==> src/rtl/pin_pkg.sv <==
// pin_pkg: shared FSM states and serial line levels for the pin emit/capture pair
package pin_pkg;
    typedef enum logic [2:0] {IDLE, START, DATA, STOP, GAP} state_t;
    localparam logic LINE_IDLE  = 1'b0;
    localparam logic LINE_START = 1'b1;
    localparam logic LINE_STOP  = 1'b0;
endpackage

==> src/rtl/pin_fifo.sv <==
// pin_fifo: synchronous word FIFO with occupancy count
module pin_fifo #(
    parameter int W = 8,
    parameter int DEPTH = 4,
    localparam int AW = $clog2(DEPTH),
    localparam int LW = AW + 1
) (
    input  logic          clk600,
    input  logic          rst_n,
    input  logic          push,
    input  logic [W-1:0]  din,
    input  logic          pop,
    output logic [W-1:0]  dout,
    output logic          full,
    output logic          empty,
    output logic [LW-1:0] lvl
);
    logic [W-1:0]  mem [DEPTH];
    logic [AW-1:0] wp, rp;
    always_ff @(posedge clk600 or negedge rst_n)
        if (!rst_n) begin
            wp  <= '0;
            rp  <= '0;
            lvl <= '0;
        end else begin
            if (push) wp <= wp + 1'b1;
            if (pop) rp <= rp + 1'b1;
            lvl <= lvl + LW'(push) - LW'(pop);
        end
    always_ff @(posedge clk600)
        if (push) mem[wp] <= din;
    assign dout  = mem[rp];
    assign full  = lvl == LW'(DEPTH);
    assign empty = lvl == '0;
endmodule

==> src/rtl/pin_emit.sv <==
// pin_emit: FIFO-buffered parallel-to-serial framed line transmitter
module pin_emit
    import pin_pkg::*;
#(
    parameter int W = 8,
    parameter int DEPTH = 4,
    parameter int BIT_CYCLES = 4,
    parameter int GAP_BITS = 1,
    parameter bit MSB_FIRST = 1'b1
) (
    input  logic                     clk600,
    input  logic                     rst_n,
    input  logic [W-1:0]             data_in,
    input  logic                     valid_in,
    output logic                     ready_out,
    output logic                     pin_out,
    output logic                     str,
    output logic                     busy,
    output logic [$clog2(DEPTH):0]   lvl
);
    localparam int BCW = BIT_CYCLES > 1 ? $clog2(BIT_CYCLES) : 1;
    localparam int BW  = $clog2(W);
    localparam int GW  = GAP_BITS > 1 ? $clog2(GAP_BITS) : 1;
    state_t         state, state_nx;
    logic [BCW-1:0] bc, bc_nx;
    logic [BW-1:0]  bi, bi_nx;
    logic [GW-1:0]  gi, gi_nx;
    logic [W-1:0]   sh, sh_nx, head;
    logic           pin_nx, str_nx, busy_nx;
    logic           full, empty, push, launch;
    logic           bit_end, gap_last, frame_done, shift_en, last_bit, nxt_bit;
    pin_fifo #(.W(W), .DEPTH(DEPTH)) u_fifo (
        .clk600(clk600),
        .rst_n(rst_n),
        .push(push),
        .din(data_in),
        .pop(launch),
        .dout(head),
        .full(full),
        .empty(empty),
        .lvl(lvl)
    );
    assign ready_out  = !full;
    assign push       = valid_in && ready_out;
    assign bit_end    = bc == BCW'(BIT_CYCLES - 1);
    assign gap_last   = (GAP_BITS == 0) || (gi == GW'(GAP_BITS - 1));
    assign frame_done = bit_end && (state == GAP ? gap_last : (state == STOP && GAP_BITS == 0));
    assign launch     = (state == IDLE || frame_done) && !empty;
    assign shift_en   = bit_end && (state == START || state == DATA);
    assign last_bit   = state == DATA && bi == BW'(W - 1);
    assign nxt_bit    = MSB_FIRST ? sh[W-1] : sh[0];
    always_ff @(posedge clk600 or negedge rst_n)
        if (!rst_n) begin
            state   <= IDLE;
            bc      <= '0;
            bi      <= '0;
            gi      <= '0;
            sh      <= '0;
            pin_out <= LINE_IDLE;
            str     <= 1'b0;
            busy    <= 1'b0;
        end else begin
            state   <= state_nx;
            bc      <= bc_nx;
            bi      <= bi_nx;
            gi      <= gi_nx;
            sh      <= sh_nx;
            pin_out <= pin_nx;
            str     <= str_nx;
            busy    <= busy_nx;
        end
    always_comb begin
        state_nx = state;
        case (state)
            IDLE:    state_nx = launch ? START : IDLE;
            START:   state_nx = bit_end ? DATA : START;
            DATA:    state_nx = (bit_end && last_bit) ? STOP : DATA;
            default: state_nx = frame_done ? (launch ? START : IDLE) : (state == STOP && bit_end) ? GAP : state;
        endcase
    end
    always_comb begin
        bc_nx   = (state == IDLE || bit_end) ? '0 : bc + 1'b1;
        bi_nx   = state != DATA ? '0 : bit_end ? bi + 1'b1 : bi;
        gi_nx   = state != GAP ? '0 : bit_end ? gi + 1'b1 : gi;
        sh_nx   = launch ? head : shift_en ? (MSB_FIRST ? sh << 1 : sh >> 1) : sh;
        pin_nx  = launch ? LINE_START : shift_en ? (last_bit ? LINE_STOP : nxt_bit) : (state == IDLE || frame_done) ? LINE_IDLE : pin_out;
        str_nx  = launch;
        busy_nx = launch || (busy && state != IDLE && !frame_done);
    end
endmodule

==> config.mk <==
export PLATFORM = sky130hd
export DESIGN_NAME = pin_emit
export DESIGN_NICKNAME = d
export VERILOG_FILES = /design/src/rtl/pin_pkg.sv /design/src/rtl/pin_fifo.sv /design/src/rtl/pin_emit.sv
export SDC_FILE = /design/constraint.sdc
export NUM_CORES = 1
export LEC_CHECK = 0
export BUFFER_PORTS_ARGS = -buffer_cell sky130_fd_sc_hd__clkbuf_2
export CORE_ASPECT_RATIO = 0.7
export CORE_MARGIN = 8
export CORE_UTILIZATION = 34
export CTS_BUF_LIST = sky130_fd_sc_hd__clkbuf_4
export DETAILED_ROUTE_END_ITERATION = 16
export PLACE_DENSITY = 0.61
export SYNTH_ARGS = -nofsm -noshare
export SYNTH_HDL_FRONTEND = slang
export SYNTH_SLANG_ARGS = --single-unit
export TNS_END_PERCENT = 5
==> constraint.sdc <==
create_clock -name clk600 -period 2.5 [get_ports clk600]
set_input_delay 0.125 -clock clk600 [delete_from_list [all_inputs] [get_ports clk600]]
set_output_delay 0.125 -clock clk600 [all_outputs]
set_load 0.02 [all_outputs]
-- After elaboration in Yosys (flattened, before gate mapping)
Memories as Yosys holds them, arrays and structs flattened.
Cells that the tools add are included.
- output and inout bits: 7
- memories: 1
- register bits after elaboration: 27
- input bits: 11
- RAM bits: 32
- word-level logic and storage cells: 73
- memory list (memory ; words ; bits a word ; rd ports ; clocked after memory_dff ; wr ports ; RTL line ; RTL):
    u_fifo.mem ; 4 ; 8 ; 1 ; 0 ; 1 ; pin_fifo.sv:18 ; logic [W-1:0] mem [DEPTH];
- bitwise gates (word level): 1
- reduce and logical (&&, ||, !) cells: 24
- $add $sub $neg: 7
- multiplexer cells: 20
- equality and inequality tests: 9
- operators by type and width (kind ; count):
    two-way mux 8 bit ; 2
    two-way mux 3 bit ; 4
    two-way mux 1 bit ; 11
    == test 3 bit (second input constant) ; 3
    logical AND 1 bit ; 9
    case mux 3 bit (3 select lines) ; 1
    adder 2 x 1 -> 2 bit (second input constant) ; 3
    == test 3 x 2 -> 1 bit (second input constant) ; 2
    zero test 3 bit ; 2
    nonzero test 2 bit ; 3
    nonzero test 3 bit ; 2
    nonzero test 5 bit ; 1
    logical OR 1 bit ; 4
    two-way mux 2 bit ; 2
    adder 3 x 1 -> 3 bit ; 1
    adder 3 x 1 -> 3 bit (second input constant) ; 1
    == test 3 x 1 -> 1 bit (second input constant) ; 1
    zero test 1 bit ; 3
    inequality test 3 x 2 -> 1 bit (second input constant) ; 1
    inequality test 3 bit (second input constant) ; 1
    subtractor 3 x 1 -> 3 bit ; 1
    == test 2 bit (second input constant) ; 1
    adder 1 bit (second input constant) ; 1
    inverter 1 bit ; 1

-- Longest topological paths before layout
Gate-level depths: netlist (run 1).
- depth after elaboration: 8
- gate-level depth with buffers: 10
- depth with buffers taken out: 9

-- By module
From an unflattened synthesis (run 1), not the netlist that was laid out.
- cell total of the unflattened synthesis: 187
- area, all modules: 2632.5 um2
- by module, submodules not included (module ; area each (um2) ; seq. area each (um2) ; cells each ; times used):
    pin_fifo ; 1544.0 ; 1136.1 ; 76 ; 1
    pin_emit ; 1088.5 ; 500.5 ; 111 ; 1

-- Worst setup path after synthesis (run 1)
OpenSTA, ideal clock, no wires.
- kind: reg-to-reg
- start: register u_fifo.lvl[1]
- end: register u_fifo.lvl[2]
- setup slack: 0.198 ns
- cell stages (with the launch flop): 10
- path buffers: 1
- library setup time: 0.136 ns
- arrival time: 2.166 ns
- cells stage by stage: dfrtp_1 -> nor3_4 -> a211o_1 -> buf_4 -> mux2i_1 -> ha_1 -> inv_1 -> fa_1 -> xnor2_1 -> xnor2_1
- cells in the longest elaborated chain, start to end: 5
- elaborated cells between the ends (all ways): 8
- those cells by class: add/sub: 2; eq/ne: 1; reduce/logical: 5
- ends and longest elaborated chain (element ; RTL line ; RTL):
    from (decl) ; pin_fifo.sv:16 ; output logic [LW-1:0] lvl
    from (signal assigned) ; pin_fifo.sv:28 ; lvl <= lvl + LW'(push) - LW'(pop);
    == test 3 bit ; pin_fifo.sv:33 ; assign full = lvl == LW'(DEPTH);
    zero test 1 bit ; pin_emit.sv:43 ; assign ready_out = !full;
    logical AND 1 bit ; pin_emit.sv:44 ; assign push = valid_in && ready_out;
    adder 3 x 1 -> 3 bit ; pin_fifo.sv:28 ;
    subtractor 3 x 1 -> 3 bit (*) ; pin_fifo.sv:28 ;
Mark *: on every way between the ends. The rest lies on a longest branch, timed or not.
A chain may end at the register's enable or synchronous reset.

-- Final worst setup path (run 1)
Ends and elaborated chain as after synthesis.

==> impl_metrics.env, run 1 <==
export IMPL_status="completed"
export IMPL_crit_path_start="u_fifo.lvl[1]"
export IMPL_core_area_mm2=0.007702
export IMPL_cp_max_fo=14
export IMPL_fp_dieW_um=121.3
export IMPL_min_period_ns=2.185
export IMPL_cts_tree="done"
export IMPL_arrival_ns=2.49
export IMPL_critPathBufInv=1
export IMPL_antenna_cells=0
export IMPL_nFillCells=744
export IMPL_cp_required_ns=2.81
export IMPL_route_vias_total=1576
export IMPL_vdd_drop_max_v=0.0004553
export IMPL_critPathTopFamily="simple AND/OR/NAND/NOR gates"
export IMPL_grt_pass1_vias=1591
export IMPL_combPwrFrac_pct=39.9
export IMPL_pin_count=18
export IMPL_swShare_pct=39.03
export IMPL_grt_usage_pct=10.36
export IMPL_vias_per_cell=4.849
export IMPL_synth_top_area_share_pct=36.43
export IMPL_synthesis_nets=203
export IMPL_clk_path_buf_depth=2
export IMPL_post_cts_buffers=0
export IMPL_ctsResizeCount=0
export IMPL_drt_iter0_drc=87
export IMPL_synth_warnings=0
export IMPL_syn_inst=183
export IMPL_num_rows=27
export IMPL_instances_no_fill=325
export IMPL_path_clk_slew_ns=0.12
export IMPL_yosysSeqAreaShare_pct=62.05
export IMPL_max_stage_delay_ns=0.49
export IMPL_ys_types=38
export IMPL_skew_ns=0.01429
export IMPL_cts_buffers=9
export IMPL_htree_levels=3
export IMPL_antenna_found_initial=0
export IMPL_placed_cells=300
export IMPL_hold_ws_ns=0.1445
export IMPL_area_growth_pct=17.41
export IMPL_die_area_mm2=0.01088
export IMPL_final_antenna_net_count=0
export IMPL_worst_path_most_repeated_cell="xnor2_1"
export IMPL_ys_ff_latch=59
export IMPL_netlist_top_cell_by_area="edfxtp_1"
export IMPL_seq_power_share_pct=41.7
export IMPL_fin_setup_tns_ns=0
export IMPL_hold_path_class="in2reg"
export IMPL_nNetsFinal=239
export IMPL_cellInternalPower_uw=2326
export IMPL_rsz0062_at_grt="false"
export IMPL_p_leak_uw=0.001182
export IMPL_dp_hpwl_um=3414
export IMPL_overflow=0
export IMPL_relSlewSlack_pct=55.19
export IMPL_critical_path_class="reg2reg"
export IMPL_dr_pass1_iters=4
export IMPL_wl_per_cell_um=15.38
export IMPL_min_period_over_period_pct=87.41
export IMPL_gp_routability_congestion=0.7356
export IMPL_worstSetupEndpointType="flip-flop"
export IMPL_port_buffers=17
export IMPL_r2r_start="u_fifo.lvl[1]"
export IMPL_drive_gt1_share_pct=24.55
export IMPL_fmax_mhz=457.6
export IMPL_final_hold_violation_count=0
export IMPL_wirelength_um=4999
export IMPL_power_density_mw_per_mm2=1232
export IMPL_grt_start_max_net_pins=28
export IMPL_synth_area_per_cell_um2=14.41
export IMPL_root_buffer="clkbuf_4"
export IMPL_dieHeight_um=89.69
export IMPL_synth_area_leaders="edfxtp_1, dfrtp_1, mux4_2, ha_1, xnor2_1"
export IMPL_synth_edf_count=32
export IMPL_clkLatencyLatePin_ns=0.41
export IMPL_slowest_stage="dfrtp_1"
export IMPL_maxSlewViolCount=0
export IMPL_clock_power_share_pct=18.3
export IMPL_path_cells="nor3_4, a211o_1, buf_4, nor2_1, fa_1, xnor2_1, xnor2_1"
export IMPL_worstHoldStart="valid_in"
export IMPL_p_switching_uw=1489
export IMPL_start_util_pct=34.24
export IMPL_async_flop_share_pct=45.76
export IMPL_tightest_slew_ns=0.6721
export IMPL_maxCapViolCount=0
export IMPL_synth_area_mm2=0.002638
export IMPL_crit_path_start_kind="flip-flop"
export IMPL_clock_sinks=59
export IMPL_drc=0
export IMPL_final_util_pct=40.20
export IMPL_setup_viol=0
export IMPL_grt_pass1_wl_um=8376
export IMPL_synth_ff_type="edfxtp_1"
## cells in the mapped netlist (2+ instances only)
library cell,count
edfxtp_1,32
dfrtp_1,27
o21ai_0,12
inv_1,10
a31oi_1,8
ha_1,8
nand3_1,8
xnor2_1,8
mux4_2,7
a2111oi_1,6
nor2_1,5
a21oi_1,4
and2_1,4
buf_2,4
mux2i_1,4
nand2_1,4
clkbuf_1,3
nor3_1,3
a2111oi_2,2
buf_4,2
nand2b_1,2
nor3b_1,2
o31ai_1,2
xor2_1,2
## kinds of logic (layout without fill, tap and decap cells)
logic type      after synthesis  count (layout)  synth area share, %
simple gates                 32              32                6.831
fa+ha+maj                     9               9                4.554
flops                        59              59                62.05
buf+inv                      21              62                3.747
mux                          13              13                8.919
compound gates               39              39                10.58
xor+xnor                     10              10                3.321
## power groups by stage
stage / Combinational, uW / Sequential, uW / Clock (uW)
floorplan: 1130 / 1560 / 0
global placement: 1510 / 1600 / 0
detailed placement: 1510 / 1620 / 0
CTS: 1540 / 1600 / 723
global route: 1700 / 1640 / 771
finish: 1520 / 1590 / 700
## layout by cell type, fill, tap and decap left out, types with 7 or more instances in the layout
cell type / Yosys / routed
dlygate4sd3_1: 0 / 9
nand3_1: 8 / 8
inv_1: 10 / 10
a31oi_1: 8 / 8
o21ai_0: 12 / 12
dfrtp_1: 27 / 27
xnor2_1: 8 / 8
ha_1: 8 / 8
edfxtp_1: 32 / 32
mux4_2: 7 / 7
buf_4: 2 / 10
clkbuf_4: 0 / 9
clkbuf_2: 0 / 17
## worst register-to-register path, cell delays in order, from the launching register on
cell and delay [ns]:
dfrtp_1 0.49, nor3_4 0.43, a211o_1 0.19, buf_4 0.21, nor2_1 0.08, fa_1 0.41, xnor2_1 0.14, xnor2_1 0.13
## per-stage QoR
| step | cell area [um2] | power (uW) | setup WS, ns |
|---|---|---|---|
| finish | 3097 | 3815 | 0.3149 |
| global route | 3097 | 4109 | 0.1942 |
| CTS | 3097 | 3858 | 0.3124 |
| detailed placement | 2863 | 3128 | 0.3400 |
| global placement | 2863 | 3107 | 0.3945 |
| floorplan | 2638 | 2689 | 0.1981 |
## per-layer routing
layer  wire length (um)  GRT usage, %  up-vias
met1               2587         14.51      756
li1                   -             -      773
met5                  0             0        -
met3                308         4.185       11
met4                 89         4.348        0
met2               2013         13.70       36
## final cells by class
cell class / count / area [um2] / share of cell area, %
sequential: 59 / 1637 / 52.85
multi-input combinational: 103 / 902.1 / 29.13
timing repair buffer: 36 / 250.2 / 8.081
tap: 101 / 126.4 / 4.081
clock inverter: 7 / 76.32 / 2.465
clock buffer: 9 / 67.56 / 2.182
inverter: 10 / 37.54 / 1.212
## registers in the layout (all words and copies together), names as in the netlist
signal,count
bc,2
bi,3
busy,1
gi,1
pin_out,1
sh,8
state,3
str,1
u_fifo.lvl,3
u_fifo.mem,32
u_fifo.rp,2
u_fifo.wp,2
## final timing paths
check                      slack, ns       endpoint  depth (start not counted)
min reg2reg                     0.45          bc[0]                          1
min                             0.14   u_fifo.wp[0]                          3
max                             0.31  u_fifo.lvl[2]                          7
max reg2reg                     0.31  u_fifo.lvl[2]                          7
min in group asynchronous       0.26  u_fifo.lvl[2]                          2
max in group asynchronous       1.79          sh[0]                          2
## what timing repair did
item / in CTS / in global routing
hold buffers: 9 / 0
endpoints found under the hold margin: 59 / 0
endpoints found under the setup margin: 0 / 0
No activity file was read; power rests on OpenSTA's default activity.
==> run 2, diff against run 1 <==
Settings changed: REMOVE_ABC_BUFFERS set to 1.
==> run 2 against run 1 <==
Against the previous run: largest cell class unchanged; core utilization fell by 0.20 points; design area is 0.48% lower; critical path depth stayed put; first-iteration DRC count increased by 28%; sequential share of layout area grew 0.26 points; clock skew shrank 0.0073 ns; critical path type unchanged; largest power group unchanged; worst setup slack improved by 0.0041 ns.
==> impl_metrics.env, run 2 (synthesis results as in run 1) <==
export IMPL_fmax_mhz=458.5
export IMPL_dp_hpwl_um=3397
export IMPL_critical_path_class="reg2reg"
export IMPL_skew_ns=0.006958
export IMPL_layout_setup_ws_ns=0.3190
export IMPL_final_common_cell="edfxtp_1"
export IMPL_dr_pass1_iters=4
export IMPL_vdd_drop_max_v=0.0004165
export IMPL_relSlewSlack_pct=52.93
export IMPL_path_clk_slew_ns=0.10
export IMPL_overflow=0
export IMPL_maxCapViolCount=0
export IMPL_arrival_ns=2.47
export IMPL_wirelength_um=4935
export IMPL_num_rows=27
export IMPL_final_hold_violation_count=0
export IMPL_die_area_mm2=0.01088
export IMPL_port_buffers=17
export IMPL_drive_gt1_share_pct=23.32
export IMPL_path_cells="nor3_4, a211o_1, buf_4, nor2_1, fa_1, xnor2_1, xnor2_1"
export IMPL_core_area_mm2=0.007702
export IMPL_cts_tree="done"
export IMPL_rsz0062_at_grt="false"
export IMPL_htree_levels=3
export IMPL_start_util_pct=34.24
export IMPL_final_util_pct=40.01
export IMPL_clkLatencyLatePin_ns=0.41
export IMPL_vias_per_cell=4.744
export IMPL_slowest_stage="dfrtp_1"
export IMPL_cts_hold_buf=9
export IMPL_min_period_ns=2.181
export IMPL_tightest_slew_ns=0.7060
export IMPL_gp_routability_congestion=0.7482
export IMPL_min_period_over_period_pct=87.24
export IMPL_dp_slack_ns=0.3452
export IMPL_pin_count=18
export IMPL_multi_input_area_um2=902.1
export IMPL_final_antenna_net_count=0
export IMPL_worst_path_most_repeated_cell="xnor2_1"
export IMPL_drt_iter0_drc=111
export IMPL_crit_path_start_kind="flip-flop"
export IMPL_nFillCells=722
export IMPL_wl_per_cell_um=15.23
export IMPL_power_density_mw_per_mm2=1219
export IMPL_worstSetupEndpointType="flip-flop"
export IMPL_route_vias_total=1537
export IMPL_cp_max_fo=14
export IMPL_status="completed"
export IMPL_dieHeight_um=89.69
export IMPL_root_buffer="clkbuf_4"
export IMPL_ctsResizeCount=0
export IMPL_grt_pass1_wl_um=8252
export IMPL_fp_dieW_um=121.3
export IMPL_drc=0
export IMPL_cp_required_ns=2.79
export IMPL_antenna_found_initial=0
export IMPL_clk_path_buf_depth=2
export IMPL_critPathBufInv=1
export IMPL_cts_buffers=9
export IMPL_area_growth_pct=16.84
export IMPL_setup_viol=0
export IMPL_hold_path_class="in2reg"
export IMPL_grt_usage_pct=10.42
export IMPL_largest_register_ffs=32
export IMPL_final_cell_mix="edfxtp_1, dfrtp_1, clkbuf_2"
export IMPL_grt_pass1_vias=1550
export IMPL_max_stage_delay_ns=0.48
export IMPL_maxSlewViolCount=0
export IMPL_largest_register="u_fifo.mem"
export IMPL_grt_start_max_net_pins=28
export IMPL_nNetsFinal=238
export IMPL_p_leak_uw=0.001168
export IMPL_critPathTopFamily="simple AND/OR/NAND/NOR gates"
export IMPL_antenna_cells=0
export IMPL_hold_ws_ns=0.1403
export IMPL_clock_sinks=59
export IMPL_register_area_mm2=0.001637
export IMPL_top_regs="u_fifo.mem: 32 flops, sh: 8 flops"
export IMPL_post_cts_buffers=0
run 2: final timing paths:
kind                               start       endpoint  slack (ns)  depth (start not counted)
max in group asynchronous          rst_n  u_fifo.lvl[0]        1.75                          2
hold / removal                  valid_in   u_fifo.wp[0]        0.14                          3
min in group asynchronous          rst_n            str        0.29                          2
hold reg to reg                    bc[0]          bc[0]        0.45                          1
setup reg to reg           u_fifo.lvl[1]  u_fifo.lvl[2]        0.32                          7
setup / recovery           u_fifo.lvl[1]  u_fifo.lvl[2]        0.32                          7
run 2: layout make-up:
| class | instances | area share, % |
|---|---|---|
| multi-input cells | 103 | 29.27 |
| well taps | 101 | 4.101 |
| inverters | 10 | 1.218 |
| flip-flops and latches | 59 | 53.11 |
| clock buffers | 9 | 2.192 |
| repair buffers | 35 | 7.877 |
| clock inverters | 7 | 2.233 |
run 2: per-stage QoR:
| step | TNS, ns | cells | total power (uW) | cell area [um2] |
|---|---|---|---|---|
| floorplan | -0.1534 | 172 | 2604 | 2576 |
| global placement | 0 | 299 | 3089 | 2855 |
| detailed placement | 0 | 299 | 3115 | 2855 |
| CTS | 0 | 324 | 3802 | 3082 |
| global route | 0 | 324 | 4067 | 3082 |
| finish | 0 | 324 | 3757 | 3082 |
run 2: power by group:
group	leakage, uW	total [uW]	internal, uW	switching (uW)
Clock	0.0000632	666	299	367
Sequential	0.000619	1590	1350	238
Combinational	0.000486	1510	660	846
run 2: tightest hold or removal path, delay by kind of cell:
| family | cells | cell delay, ns |
|---|---|---|
| AOI/OAI and AO/OA | 1 | 0.19 |
| buffers and inverters | 1 | 0.07 |
| xor gates and xnor gates | 1 | 0.13 |
run 2: per-layer routing:
metal | vias to the layer above | global-route usage [%] | wire length, um
met3 | 7 | 4.934 | 249
met1 | 741 | 13.86 | 2619
met4 | 0 | 5.017 | 76
met2 | 28 | 13.85 | 1988
li1 | 761 | - | -
met5 | - | 0 | 0
